===== src/rtl/bcd_subtractor_seq.sv =====
// Digit-serial packed-BCD subtractor (a - b), one digit per clock, LS digit first.
// Optional BCD_SUB_MAGNITUDE_EN: negate a negative result so diff = |a-b|.
module bcd_subtractor_seq #(
  parameter int unsigned DIGITS = 4
) (
  input  logic                clk,
  input  logic                rst,
  input  logic                start,
  input  logic [4*DIGITS-1:0] a,
  input  logic [4*DIGITS-1:0] b,
  output logic                ready,
  output logic                done,
  output logic [4*DIGITS-1:0] diff,
  output logic                borrow,
  output logic                err
);

  localparam int unsigned W     = 4 * DIGITS;
  localparam int unsigned IDX_W = (DIGITS > 1) ? $clog2(DIGITS) : 1;
  localparam logic [IDX_W-1:0] LAST_IDX = IDX_W'(DIGITS - 1);

`ifdef BCD_SUB_MAGNITUDE_EN
  typedef enum logic [1:0] {IDLE = 2'd0, SUB = 2'd1, NEG = 2'd2, DONE = 2'd3} state_t;
`else
  typedef enum logic [1:0] {IDLE = 2'd0, SUB = 2'd1, DONE = 2'd3} state_t;
`endif

  state_t           state_q, state_d;
  logic [W-1:0]     a_q, b_q;
  logic [IDX_W-1:0] idx_q;
  logic             br_q;
  logic             accept;
  logic             last;
  logic             bad_digit;
  logic [3:0]       dig_m, dig_s, dig_res;
  logic [5:0]       t;
  logic             br_n;

  // Any non-decimal nibble in either operand flags the operation as invalid
  always_comb begin
    bad_digit = 1'b0;
    for (int i = 0; i < int'(DIGITS); i++) begin
      if (a[4*i +: 4] > 4'd9 || b[4*i +: 4] > 4'd9) bad_digit = 1'b1;
    end
  end

  // Shared per-digit subtract with decimal borrow correction
  always_comb begin
    last  = (idx_q == LAST_IDX);
    dig_m = a_q[{idx_q, 2'b00} +: 4];
    dig_s = b_q[{idx_q, 2'b00} +: 4];
`ifdef BCD_SUB_MAGNITUDE_EN
    if (state_q == NEG) begin
      dig_m = 4'd0;
      dig_s = diff[{idx_q, 2'b00} +: 4];
    end
`endif
    t       = {2'b00, dig_m} - {2'b00, dig_s} - 6'(br_q);
    br_n    = t[5];
    dig_res = t[5] ? 4'(t + 6'd10) : t[3:0];
  end

  always_ff @(posedge clk or posedge rst) begin
    if (rst) state_q <= IDLE;
    else     state_q <= state_d;
  end

  always_comb begin
    state_d = state_q;
    accept  = 1'b0;
    case (state_q)
      IDLE: begin
        if (start && ready) begin
          accept  = 1'b1;
          state_d = SUB;
        end
      end
      SUB: begin
        if (last) begin
`ifdef BCD_SUB_MAGNITUDE_EN
          state_d = (br_n && !err) ? NEG : DONE;
`else
          state_d = DONE;
`endif
        end
      end
`ifdef BCD_SUB_MAGNITUDE_EN
      NEG: begin
        if (last) state_d = DONE;
      end
`endif
      DONE:    state_d = IDLE;
      default: state_d = IDLE;
    endcase
  end

  // Datapath and registered handshake outputs; ready only returns after a full idle cycle
  always_ff @(posedge clk or posedge rst) begin
    if (rst) begin
      a_q    <= '0;
      b_q    <= '0;
      idx_q  <= '0;
      br_q   <= 1'b0;
      diff   <= '0;
      borrow <= 1'b0;
      err    <= 1'b0;
      ready  <= 1'b1;
      done   <= 1'b0;
    end else begin
      done  <= (state_q == DONE);
      ready <= (state_q == IDLE) && (state_d == IDLE);
      if (accept) begin
        a_q    <= a;
        b_q    <= b;
        diff   <= '0;
        borrow <= 1'b0;
        err    <= bad_digit;
        br_q   <= 1'b0;
        idx_q  <= '0;
      end else if (state_q == SUB) begin
        if (!err) diff[{idx_q, 2'b00} +: 4] <= dig_res;
        idx_q <= last ? '0 : idx_q + 1'b1;
        br_q  <= last ? 1'b0 : br_n;
        if (last) borrow <= br_n & ~err;
      end
`ifdef BCD_SUB_MAGNITUDE_EN
      else if (state_q == NEG) begin
        diff[{idx_q, 2'b00} +: 4] <= dig_res;
        idx_q <= last ? '0 : idx_q + 1'b1;
        br_q  <= last ? 1'b0 : br_n;
      end
`endif
    end
  end

endmodule


===== config.mk =====
export PLATFORM = sky130hd
export DESIGN_NAME = bcd_subtractor_seq
export DESIGN_NICKNAME = d
export VERILOG_FILES = /design/src/rtl/bcd_subtractor_seq.sv
export SDC_FILE = /design/constraint.sdc
export NUM_CORES = 1
export LEC_CHECK = 0
export ABC_AREA = 1
export CAP_MARGIN = 20
export CELL_PAD_IN_SITES_DETAIL_PLACEMENT = 1
export CELL_PAD_IN_SITES_GLOBAL_PLACEMENT = 1
export CORE_MARGIN = 5
export CORE_UTILIZATION = 41
export DETAILED_ROUTE_END_ITERATION = 10
export HOLD_SLACK_MARGIN = 0.12
export PLACE_DENSITY = 0.86
export SETUP_SLACK_MARGIN = 0.4
export SYNTH_ARGS = -nofsm -noshare
export SYNTH_HDL_FRONTEND = slang
export SYNTH_SLANG_ARGS = --single-unit

===== constraint.sdc =====
create_clock -name clk -period 9.1 [get_ports clk]
set_clock_uncertainty 0.05 [all_clocks]
set_input_delay 1.365 -clock clk [delete_from_list [all_inputs] [get_ports clk]]
set_output_delay 1.365 -clock clk [all_outputs]
set_load 0.05 [all_outputs]

After elaboration in Yosys (flattened, before gate mapping)
Cells that the tools add are included.
{"block": "totals", "regBits": 57, "out_inout_bits": 20, "in_bits": 35}
{"block": "op_classes", "reduce_logical": 12, "n_mux": 23, "n_bitwise": 2, "n_eq_ne": 4, "magnitude_cmp": 8, "shifts": 4, "add_sub_neg": 5}
{"cell": "16-bit 2-to-1 mux", "count": 3}
{"cell": "4-bit > comparator, second input constant", "count": 8}
{"cell": "16-bit by 5-bit variable part select with 4-bit output", "count": 2}
{"cell": "16-bit bitwise mux", "count": 1}
{"cell": "4-bit by 6-bit variable shift with 16-bit output, first input constant", "count": 1}
{"cell": "4-bit by 6-bit variable part select with 16-bit output", "count": 1}
{"cell": "1-bit 2-to-1 mux", "count": 12}
{"cell": "2-bit 2-to-1 mux", "count": 5}
{"cell": "4-bit negation with 6-bit output", "count": 1}
{"cell": "5-bit by 2-bit subtractor with 6-bit output", "count": 1}
{"cell": "4-bit by 4-bit subtractor with 5-bit output", "count": 1}
{"cell": "4-bit adder, second input constant", "count": 1}
{"cell": "2-bit == test, second input constant", "count": 2}
{"cell": "2-bit zero test", "count": 2}
{"cell": "1-bit logical OR", "count": 4}
{"cell": "4-bit 2-to-1 mux", "count": 1}
{"cell": "2-bit one-hot mux with 2 select lines", "count": 1}
{"cell": "2-bit AND reduction", "count": 2}
{"cell": "2-bit nonzero test", "count": 2}
{"cell": "2-bit by 1-bit adder with 2-bit output, second input constant", "count": 1}
{"cell": "2-bit by 1-bit == test with 1-bit output, second input constant", "count": 1}
{"cell": "1-bit logical AND", "count": 2}
{"cell": "2-bit by 1-bit inequality test with 1-bit output, second input constant", "count": 1}
{"cell": "1-bit AND", "count": 1}
{"cell": "1-bit NOT", "count": 1}

Logic depth before layout (Yosys ltp)
{"block": "depth", "word_depth": 10, "depth_mapped": 20}

Worst setup path after synthesis
No wires, ideal clock.
{"block": "synth_timing", "kind": "register to register", "from": "register idx_q[0]", "to": "register diff[11]", "synth_period_minus_slack_ns": 3.010, "t_required_ns": 8.973, "n_path_buf": 2, "path_slack_ns": 6.090, "path_stages_with_launch": 19, "arrival_ns": 2.883, "path_cell_list": "dfrtp_1 > buf_2 > inv_1 > clkbuf_1 > nand2_1 > a32o_1 > ha_1 > inv_1 > fa_1 > inv_1 > ha_1 > xor2_1 > inv_1 > ha_1 > inv_1 > nand4_1 > nand2_2 > nand2_1 > o21ai_1"}
{"block": "synth_via", "elab_chain_cells": 10, "word_cells_on_any_way": 13, "cone_classes": "add/sub (4); shift (4); mux (5)"}
{"item": "start, declared", "line_no": "30", "text": "logic [IDX_W-1:0] idx_q;"}
{"item": "start signal, assigned", "line_no": "122", "text": "idx_q <= last ? '0 : idx_q + 1'b1;"}
{"item": "16-bit by 5-bit variable part select with 4-bit output (on tied branches)", "line_no": "50, 51"}
{"item": "4-bit by 4-bit subtractor with 5-bit output", "line_no": "58", "text": "t = {2'b00, dig_m} - {2'b00, dig_s} - 6'(br_q);"}
{"item": "5-bit by 2-bit subtractor with 6-bit output", "line_no": "58"}
{"item": "4-bit adder", "line_no": "60", "text": "dig_res = t[5] ? 4'(t + 6'd10) : t[3:0];"}
{"item": "4-bit 2-to-1 mux", "line_no": "60"}
{"item": "4-bit by 6-bit variable part select with 16-bit output", "line_no": "121", "text": "if (!err) diff[{idx_q, 2'b00} +: 4] <= dig_res;"}
{"item": "16-bit bitwise mux (*)", "line_no": "121"}
{"item": "16-bit 2-to-1 mux (*)", "line_no": "121"}
{"item": "16-bit 2-to-1 mux (*)", "line_no": "120", "text": "end else if (state_q == SUB) begin"}
{"item": "16-bit 2-to-1 mux (*)", "line_no": "112", "text": "if (accept) begin"}
{"item": "end signal, assigned by index", "line_no": "121"}
{"item": "end, declared", "line_no": "13", "text": "output logic [4*DIGITS-1:0] diff,"}
Mark *: on every way between the ends. The rest lies on a longest branch, timed or not. The select of a mux whose other input is x is not followed.
A chain may end at the register's enable or synchronous reset.

Final worst setup path
{"block": "layout_timing", "from": "register idx_q[0]", "to": "register diff[14]"}
Same word-level chain as after synthesis.

==> run_results.csv <==
group,metric,value,unit
route,first_pass_iters,4,
sta,worst_slack,5100,ps
global_routing,grt_antenna_before_repair,0,
route,routed.top_layer,"met4",
route,vias_per_cell,5.10,
yosys,async_reset_ff_frac,1.00,
cts,cts_tree,"yes",
place,port_buffers,54,
yosys,synth.top_cell.area_share,0.477,
cts,hold_buffers,0,
yosys,synthTopCellsByCount,"nand2_1, dfrtp_1, inv_1",
place,placed_area,3560,um^2
setup_path,required,9320,ps
die,ioPinCount,55,
yosys,synth_top_area_cell,"dfrtp_1",
setup_path,rr_startpoint,"idx_q[0]",
place,gp_congestion,0.768,
die,row_count,30,
outcome,status,"complete, no violations",
setup_path,cp-startpoint,"idx_q[0]",
yosys,synth-seq-area-share,0.486,
sta,setup_tns,0,ps
route,ant_nets,0,
sta,worst_pin_slew,871,ps
die,die_h,94.6,um
global_routing,grt_max_degree,66,
sta,rsz0062_at_grt,"no",
route,wl_per_cell,15.6,um
sta,report.final.setup_viol,0,
cts,clkTransAtPathRegs,70,ps
route,drc_errors,0,
sta,worst_hold_slack,433,ps
place,dp_slack,5130,ps
yosys,avgSynthCellArea,8.11,um^2
setup_path,crit_arrival,4220,ps
layout,final_area,3770,um^2
min_path,hold_start,"diff[5]",
layout,finalNetCount,462,
yosys,synth_edf_count,0,
cts,clock_latency,350,ps
yosys,ys_ff_latch,57,
setup_path,worstReg2RegEnd,"diff[14]",
yosys,syn_area,2940,um^2
cts,cts_buffer_depth,2,
cts,ctsRootBufferMaster,"clkbuf_8",
die,initial_core_util,0.428,
setup_path,critPathKind,"register to register",
sta,drv_slew,0,
global_routing,grt_first_pass_wirelength,14000,um
setup_path,endpoint,"diff[14]",
die,die_w,94.6,um
cts,numCtsBuffers,9,
yosys,syn_nets,409,
route,met2_length,4230,um
setup_path,r2r_cells,15,
yosys,yosysUniqueCellTypes,32,
die,die_area,8950,um^2
global_routing,first_global_vias,2858,
sta,clock.fmax,250,MHz
die,coreArea,6870,um^2
route,met1_length,3300,um
route,first_iter_violations,157,
route,via_count,2630,
layout,fillers,823,
yosys,synth_cells,362,
setup_path,rrSetupSlack,5100,ps
sta,min_period,4000,ps
sta,hold_viol,0,
cts,ctsResizeCount,0,
yosys,yosysMostFrequentCell,"nand2_1",
cts,cts_max_level,3,
run,drv_cap,0,
setup_path,crit_path_end_kind,"register",
route,wl,8050,um
cts,postCtsSetupRepairBufs,0,
layout,drive_above_1_share,0.0762,
setup_path,crit_fanout,27,
layout,synthToLayoutAreaGrowth,28.2,%
yosys,synth-main-ff-cell,"dfrtp_1",
global_routing,grt_overflow,0,
yosys,yosys_warnings,0,
sta,period_share,0.439,
sta,maxSlewHeadroom,0.420,
min_path,min_path_type,"register to register",
place,dpl.hpwl,5830,um
route,met3WireLength,406,um
cts,cts.sinks,57,
yosys,synthTopCellsByArea,"dfrtp_1, nand2_1, inv_1",
setup_path,crit_path_start_kind,"register",
layout,antenna_cells,0,
global_routing,grt_usage,0.204,
[final cells by class]
class / count / area [um^2] / area share
Sequential cell: 57 / 1430 / 0.379
Multi-Input combinational cell: 245 / 1280 / 0.340
Timing Repair Buffer: 56 / 556 / 0.148
Inverter: 46 / 173 / 0.0458
Clock buffer: 10 / 128 / 0.0339
Tap cell: 96 / 120 / 0.0319
Clock inverter: 6 / 82.6 / 0.0219
[worst max-delay path, cell delays in order (launching register included)]
cell and delay, ps:
dfrtp_1 920, inv_1 580, o21ai_0 310, o22ai_1 100, ha_1 200, inv_1 110, fa_1 420, inv_1 80
ha_1 160, xor2_1 210, inv_1 80, ha_1 290, nand2_1 60, o21ai_2 100, nand4_1 120, nand2_1 130
[cells in the final DEF (no fill, tap or decap), types with 2 or more instances in the layout]
master           synthesis  layout
nor3_1                   3       3
o22ai_1                  5       5
o21ai_1                  2       2
clkbuf_8                 0       9
nand2_2                  3       3
clkinv_2                 0       3
inv_2                    1       2
bufinv_16                0       2
nand3_1                 15      14
o21ai_0                 32      32
ha_1                    11      11
buf_4                    1       2
dfrtp_1                 56      56
a21oi_1                 11      11
inv_1                   43      42
clkinv_1                 2       2
o21ai_2                  2       2
nor2_1                  17      17
nand2_1                119     119
a32o_1                   6       6
nand3_2                  1       2
nand4_1                  8       8
clkdlybuf4s50_1          0      54
[routing by layer]
metal / GRT usage / up-vias
met2: 0.355 / 57
met5: 0 / -
met4: 0.0661 / 0
li1: - / 1272
met3: 0.0614 / 12
met1: 0.240 / 1289
[metrics by stage]
stage,utilization,instances
floorplan,-,362
global placement,0.518,500
detailed placement,0.518,500
CTS,0.548,516
global route,0.548,516
finish,0.548,516
[worst min path at each step]
stage / endpoint / slack, ps / cells past startpoint
2_1_floorplan: b_q[8] / 390 / 2
6_report: diff[5] / 430 / 2
4_1_cts: a_q[10] / 440 / 2
3_5_place_dp: b_q[15] / 420 / 2
3_3_place_gp: diff[9] / 420 / 2
5_1_grt: diff[5] / 460 / 2
[logic make-up after synthesis]
| family | after synthesis | share of synthesized area |
|---|---|---|
| AOI/OAI and AO/OA | 62 | 0.126 |
| xor gates and xnor gates | 2 | 0.0124 |
| adders and majority gates | 12 | 0.0537 |
| buffers and inverters | 60 | 0.0797 |
| DFF | 57 | 0.486 |
| and+or+nand+nor | 169 | 0.242 |
[registers in the layout (all words and copies together), names as in the netlist]
signal / flops
done: 1
ready: 1
b_q: 16
idx_q: 2
borrow: 1
diff: 16
state_q: 2
err: 1
br_q: 1
a_q: 16
Power is left out: the tool's default activity adds up to more than one toggle a clock period on the data nets, which glitch-free logic cannot reach.
